$ cat config.mk
export PLATFORM = sky130hd
export DESIGN_NAME = divider_arbiter
export DESIGN_NICKNAME = d
export VERILOG_FILES = /design/src/rtl/divider_arbiter.sv
export SDC_FILE = /design/constraint.sdc
export NUM_CORES = 1
export LEC_CHECK = 0
export ABC_AREA = 1
export BUFFER_PORTS_ARGS = -buffer_cell sky130_fd_sc_hd__buf_2
export CAP_MARGIN = 20
export CORE_MARGIN = 10
export CORE_UTILIZATION = 52
export DETAILED_ROUTE_END_ITERATION = 10
export PLACE_DENSITY_LB_ADDON = 0.3
export SLEW_MARGIN = 20
export SYNTH_ARGS = -nofsm -noshare
export SYNTH_HDL_FRONTEND = slang
export SYNTH_SLANG_ARGS = --single-unit
$ cat constraint.sdc
create_clock -name clk -period 3.05 [get_ports clk]
set_input_delay 0.4575 -clock clk [delete_from_list [all_inputs] [get_ports clk]]
set_output_delay 0.4575 -clock clk [all_outputs]
set_load 0.02 [all_outputs]
$ cat src/rtl/divider_arbiter.sv
`default_nettype none
// ============================================================================
// Module      : divider_arbiter
// Description : Round-robin arbiter sharing one divider core among N_REQ
//               requesters. Each grant issues one division and returns the
//               result to the granted requester.
//               Optional WAIT timeout enabled with macro DIV_ARB_TIMEOUT_EN.
// Revision    : 1.0 - initial release
// ============================================================================
module divider_arbiter #(
    parameter int N_REQ          = 4,
    parameter int DATA_W         = 16,
    parameter int TIMEOUT_CYCLES = 64
) (
    input  logic                      clk,
    input  logic                      reset_n,
    input  logic [N_REQ-1:0]          req_i,
    input  logic [N_REQ*DATA_W-1:0]   values_i,
    output logic [N_REQ-1:0]          gnt_o,
    output logic [N_REQ-1:0]          done_o,
    output logic [DATA_W-1:0]         result_o,
    output logic                      err_o,
    output logic                      div_req_o,
    output logic [DATA_W-1:0]         div_values_o,
    input  logic                      div_ack_i,
    input  logic [DATA_W-1:0]         div_result_i
);

    localparam int PTR_W = (N_REQ > 1) ? $clog2(N_REQ) : 1;
    localparam logic [PTR_W:0] c_n_req = (PTR_W+1)'(N_REQ);

    typedef enum logic [1:0] {
        S_IDLE  = 2'd0,
        S_ISSUE = 2'd1,
        S_WAIT  = 2'd2,
        S_DONE  = 2'd3
    } state_t;

    state_t                 r_state;
    state_t                 w_state_nxt;
    logic [PTR_W-1:0]       r_rr_ptr;
    logic [PTR_W-1:0]       w_rr_ptr_nxt;
    logic                   w_found;
    logic [PTR_W-1:0]       w_pick;
    logic [PTR_W:0]         w_idx;
    logic [PTR_W:0]         w_ptr_inc;
    logic [N_REQ-1:0]       w_gnt_nxt;
    logic [N_REQ-1:0]       w_done_nxt;
    logic [DATA_W-1:0]      w_result_nxt;
    logic [DATA_W-1:0]      w_values_nxt;
    logic                   w_div_req_nxt;
    logic                   w_timeout;
    logic [DATA_W-1:0]      w_vals [N_REQ];

    // Unpack the flat operand bus into one word per requester
    generate
        for (genvar g = 0; g < N_REQ; g++) begin : g_unpack
            assign w_vals[g] = values_i[g*DATA_W +: DATA_W];
        end
    endgenerate

    // Round-robin pick: scan offsets high to low so the nearest request at or
    // above the pointer is the one left standing
    always_comb begin
        w_found = 1'b0;
        w_pick  = '0;
        w_idx   = '0;
        for (int i = N_REQ - 1; i >= 0; i--) begin
            w_idx = {1'b0, r_rr_ptr} + (PTR_W+1)'(i);
            if (w_idx >= c_n_req) begin
                w_idx = w_idx - c_n_req;
            end
            if (req_i[w_idx[PTR_W-1:0]]) begin
                w_found = 1'b1;
                w_pick  = w_idx[PTR_W-1:0];
            end
        end
        w_ptr_inc = {1'b0, w_pick} + (PTR_W+1)'(1);
    end

`ifdef DIV_ARB_TIMEOUT_EN
    localparam int CNT_W = $clog2(TIMEOUT_CYCLES + 1);
    localparam logic [CNT_W-1:0] c_to_last = CNT_W'(TIMEOUT_CYCLES - 1);

    logic [CNT_W-1:0] r_wait_cnt;
    logic             w_err_nxt;

    // Count WAIT cycles; restarts at zero on every entry to WAIT
    always_ff @(posedge clk or negedge reset_n) begin
        if (!reset_n) begin
            r_wait_cnt <= '0;
        end else if (r_state != S_WAIT) begin
            r_wait_cnt <= '0;
        end else begin
            r_wait_cnt <= r_wait_cnt + 1'b1;
        end
    end

    assign w_timeout = (r_state == S_WAIT) && (r_wait_cnt == c_to_last);

    // Error flag accompanies done_o for an aborted operation
    always_ff @(posedge clk or negedge reset_n) begin
        if (!reset_n) begin
            err_o <= 1'b0;
        end else begin
            err_o <= w_err_nxt;
        end
    end
`else
    assign w_timeout = 1'b0;
    assign err_o     = 1'b0;
`endif

    // Next-state and next-output decode
    always_comb begin
        w_state_nxt   = r_state;
        w_rr_ptr_nxt  = r_rr_ptr;
        w_gnt_nxt     = gnt_o;
        w_done_nxt    = '0;
        w_div_req_nxt = 1'b0;
        w_result_nxt  = result_o;
        w_values_nxt  = div_values_o;
`ifdef DIV_ARB_TIMEOUT_EN
        w_err_nxt     = 1'b0;
`endif
        case (r_state)
            S_IDLE: begin
                if (w_found) begin
                    w_state_nxt   = S_ISSUE;
                    w_gnt_nxt     = N_REQ'(1) << w_pick;
                    w_values_nxt  = w_vals[w_pick];
                    w_div_req_nxt = 1'b1;
                    w_rr_ptr_nxt  = (w_ptr_inc >= c_n_req) ? '0 : w_ptr_inc[PTR_W-1:0];
                end
            end
            S_ISSUE: begin
                w_state_nxt = S_WAIT;
            end
            S_WAIT: begin
                if (div_ack_i) begin
                    w_state_nxt  = S_DONE;
                    w_result_nxt = div_result_i;
                    w_done_nxt   = gnt_o;
                end else if (w_timeout) begin
                    w_state_nxt  = S_DONE;
                    w_result_nxt = '0;
                    w_done_nxt   = gnt_o;
`ifdef DIV_ARB_TIMEOUT_EN
                    w_err_nxt    = 1'b1;
`endif
                end
            end
            S_DONE: begin
                w_state_nxt = S_IDLE;
                w_gnt_nxt   = '0;
            end
            default: begin
                w_state_nxt = S_IDLE;
                w_gnt_nxt   = '0;
            end
        endcase
    end

    // State and round-robin pointer register
    always_ff @(posedge clk or negedge reset_n) begin
        if (!reset_n) begin
            r_state  <= S_IDLE;
            r_rr_ptr <= '0;
        end else begin
            r_state  <= w_state_nxt;
            r_rr_ptr <= w_rr_ptr_nxt;
        end
    end

    // Registered outputs, so every pulse is glitch-free and one cycle wide
    always_ff @(posedge clk or negedge reset_n) begin
        if (!reset_n) begin
            gnt_o        <= '0;
            done_o       <= '0;
            result_o     <= '0;
            div_req_o    <= 1'b0;
            div_values_o <= '0;
        end else begin
            gnt_o        <= w_gnt_nxt;
            done_o       <= w_done_nxt;
            result_o     <= w_result_nxt;
            div_req_o    <= w_div_req_nxt;
            div_values_o <= w_values_nxt;
        end
    end

endmodule
`default_nettype wire
==> impl_metrics.toml <==
[run_status]
status = "completed"

[critical_path]
path_delay_family = "simple AND/OR/NAND/NOR gates"
path_buf_inv = 2
crit_type = "flip-flop to flip-flop"
crit_path_top_delay_cell = "dfrtp_1"
r2r_end = "gnt_o[2]"
crit_start = "r_rr_ptr[0]"
reg2reg_depth = 12
start_kind = "flip-flop"
cp_cell_sequence = "inv_6, nand2_1, nand3_1, nand2_1, nand3_1, nand2_1, nand2_2, nand2_4, inv_1, ha_1, nand3_1, o21ai_1"
crit-reg2reg-launch = "r_rr_ptr[0]"
critPathMaxStageDelay_ns = 0.58
critPathCapture = "gnt_o[2]"
crit_required_ns = 3.23
cp.depth = 12
crit_fanout = 36
setup.worst_path.end_class = "flip-flop"
arrival_ns = 2.30
reg2reg_slack_ns = 0.93

[clock_tree]
cts_setup_buffers = 0
clkTransAtPathRegs_ns = 0.08
holdBufCountCts = 0
clock_latency_ns = 0.30
cts_tree = "done"
clk_path_buf_depth = 2
cts_buffers = 5
cts.sinks = 45
h-tree-depth = 2
cts-resized-gates = 0
root_buffer = "clkbuf_8"

[placed_design]
dp_hpwl_um = 6120
place.gp.congestion = 0.827
io_buffers = 127

[global_routing]
grt_pass1_wl_um = 12900
antenna_found_initial = 0
grt_pass1_vias = 2947
grt_use_total = 0.173
grt_max_degree = 46
grt_overflow = 0

[sta]
finalSetupViolations = 0
grt_setup_unrepaired = "false"
finalSetupTns_ns = 0
fin_crit_ns = 2.12
slew_viol_final = 0
relSlewSlack = 0.475
period_share = 0.694
worst_slew_pin_slew_ns = 0.786
hold_viol = 0
final.setup_skew_ns = 0.00997
max_freq_mhz = 472

[drt]
drtAntennaViolNets = 0
vias_per_cell = 4.78
drc = 0
firstDrtPassIters = 4
wl_per_cell_um = 13.1
drt-total-wl_um = 7750
dr_total_vias = 2826
first_iter_violations = 150

[floorplanning]
num_rows = 27
coreArea_sq_um = 5510
io_pins = 129
dieArea_sq_um = 9050
initial_core_util = 0.533
fp.dieH_um = 95.2
die_w_um = 95.2

[finish]
final_common_cell = "buf_2"
drive_gt1_frac = 0.345
final_util = 0.668
syn_to_final_growth_pct = 25.4
nFillCells = 499
fin_nets = 613
n_antenna_cell = 0
mostFrequentLayoutCells = "buf_2, nand2_1, inv_1"

[logic_synthesis]
syn_inst = 399
ys_ff_latch = 45
syn_nets = 494
yosys.area.top_type = "dfrtp_1"
synth_seq_area_share = 0.383
ys_top_cells_by_area = "dfrtp_1, nand2_1, nand3_1, inv_1, mux2_2"
ys_warn_count = 0
synth.distinct_cells = 25
synth_top_area_share = 0.383
avgSynthCellArea_sq_um = 7.36
synth_area_sq_um = 2940

[pwr]
max-vdd-ir-drop_v = 0.000470
p_leak_nw = 2.30
p_per_area_nw_per_um2 = 1150

[min_path]
hp-class = "input port to asynchronous set/reset pin"

[run]
drv_cap = 0
==> metrics by stage <==
step,setup WS (ns),instances,hold WS [ns],total power (W),cell area (sq um)
finish,0.933,591,0.131,0.00422,3680
floorplan,1.25,399,0.162,0.00328,2940
CTS,0.938,590,0.345,0.00425,3650
global route,0.716,591,0.156,0.00466,3680
detailed placement,0.948,582,0.460,0.00380,3540
global placement,0.997,582,0.459,0.00374,3540
==> flip-flops by register name (all words and copies together), names as in the netlist <==
signal        flops
div_values_o     16
result_o         16
done_o            4
gnt_o             4
r_rr_ptr          2
r_state           2
div_req_o         1
==> power breakdown <==
group	total, W	switching, W	internal [W]
clock network	0.000443	0.000197	0.000246
logic	0.00275	0.00181	0.000945
registers	0.00102	0.000155	0.000870
==> area by class of cell <==
type,count,area [sq um],share of cell area
sequential,45,1130,0.306
timing repair buffer,131,686,0.186
clock buffer,6,72.6,0.0197
tap,72,90.1,0.0245
inverter,82,313,0.0850
multi-input combinational,253,1360,0.368
clock inverter,2,38.8,0.0105
==> logic make-up (layout without fill, tap and decap cells) <==
kind of cell / count (synthesis) / count (layout) / share of synthesized area
buf+inv: 101 / 221 / 0.155
compound gates: 12 / 12 / 0.0268
simple gates: 216 / 216 / 0.338
fa+ha+maj: 8 / 8 / 0.0341
mux: 16 / 16 / 0.0614
flops: 45 / 45 / 0.383
other cells: 1 / 1 / 0.00128
==> worst min path at each step <==
stage,start,to,slack [ns],cells after the start
finish,reset_n,result_o[13],0.13,1
global route,reset_n,result_o[13],0.16,1
CTS,reset_n,result_o[11],0.34,1
detailed placement,div_values_o[14],div_values_o[14],0.46,2
global placement,div_values_o[13],div_values_o[13],0.46,2
floorplan,reset_n,div_req_o,0.16,0
==> worst register-to-register path: stages (launching register included) <==
cell     delay [ns]
dfrtp_1        0.58
inv_6          0.08
nand2_1        0.11
nand3_1        0.10
nand2_1        0.10
nand3_1        0.10
nand2_1        0.09
nand2_2        0.07
nand2_4        0.30
inv_1          0.14
ha_1           0.22
nand3_1        0.08
o21ai_1        0.06
==> Yosys cell counts <==
master and n:
a21boi_4 1, nand3_1 64, inv_6 1, nand2_4 2, nand2_1 123, inv_2 3, a21oi_1 1, dfrtp_1 45
clkbuf_1 2, buf_4 4, ha_1 8, o22ai_1 1, o21ai_0 1, conb_1 1, o21ai_1 7, buf_2 8
nor2_1 9, buf_6 4, mux2_2 16, o21ai_2 1, nand4_1 1, nand2_2 6, inv_1 78, buf_12 1
nand3_2 11
==> per-layer routing <==
| metal | wire length (um) | GRT usage | vias up |
|---|---|---|---|
| met5 | 0 | 0 | - |
| met1 | 3150 | 0.191 | 1285 |
| met4 | 43 | 0.0312 | 0 |
| met2 | 3900 | 0.310 | 84 |
| met3 | 658 | 0.0683 | 6 |
| li1 | - | - | 1451 |
No activity file was read; power rests on OpenSTA's default activity.
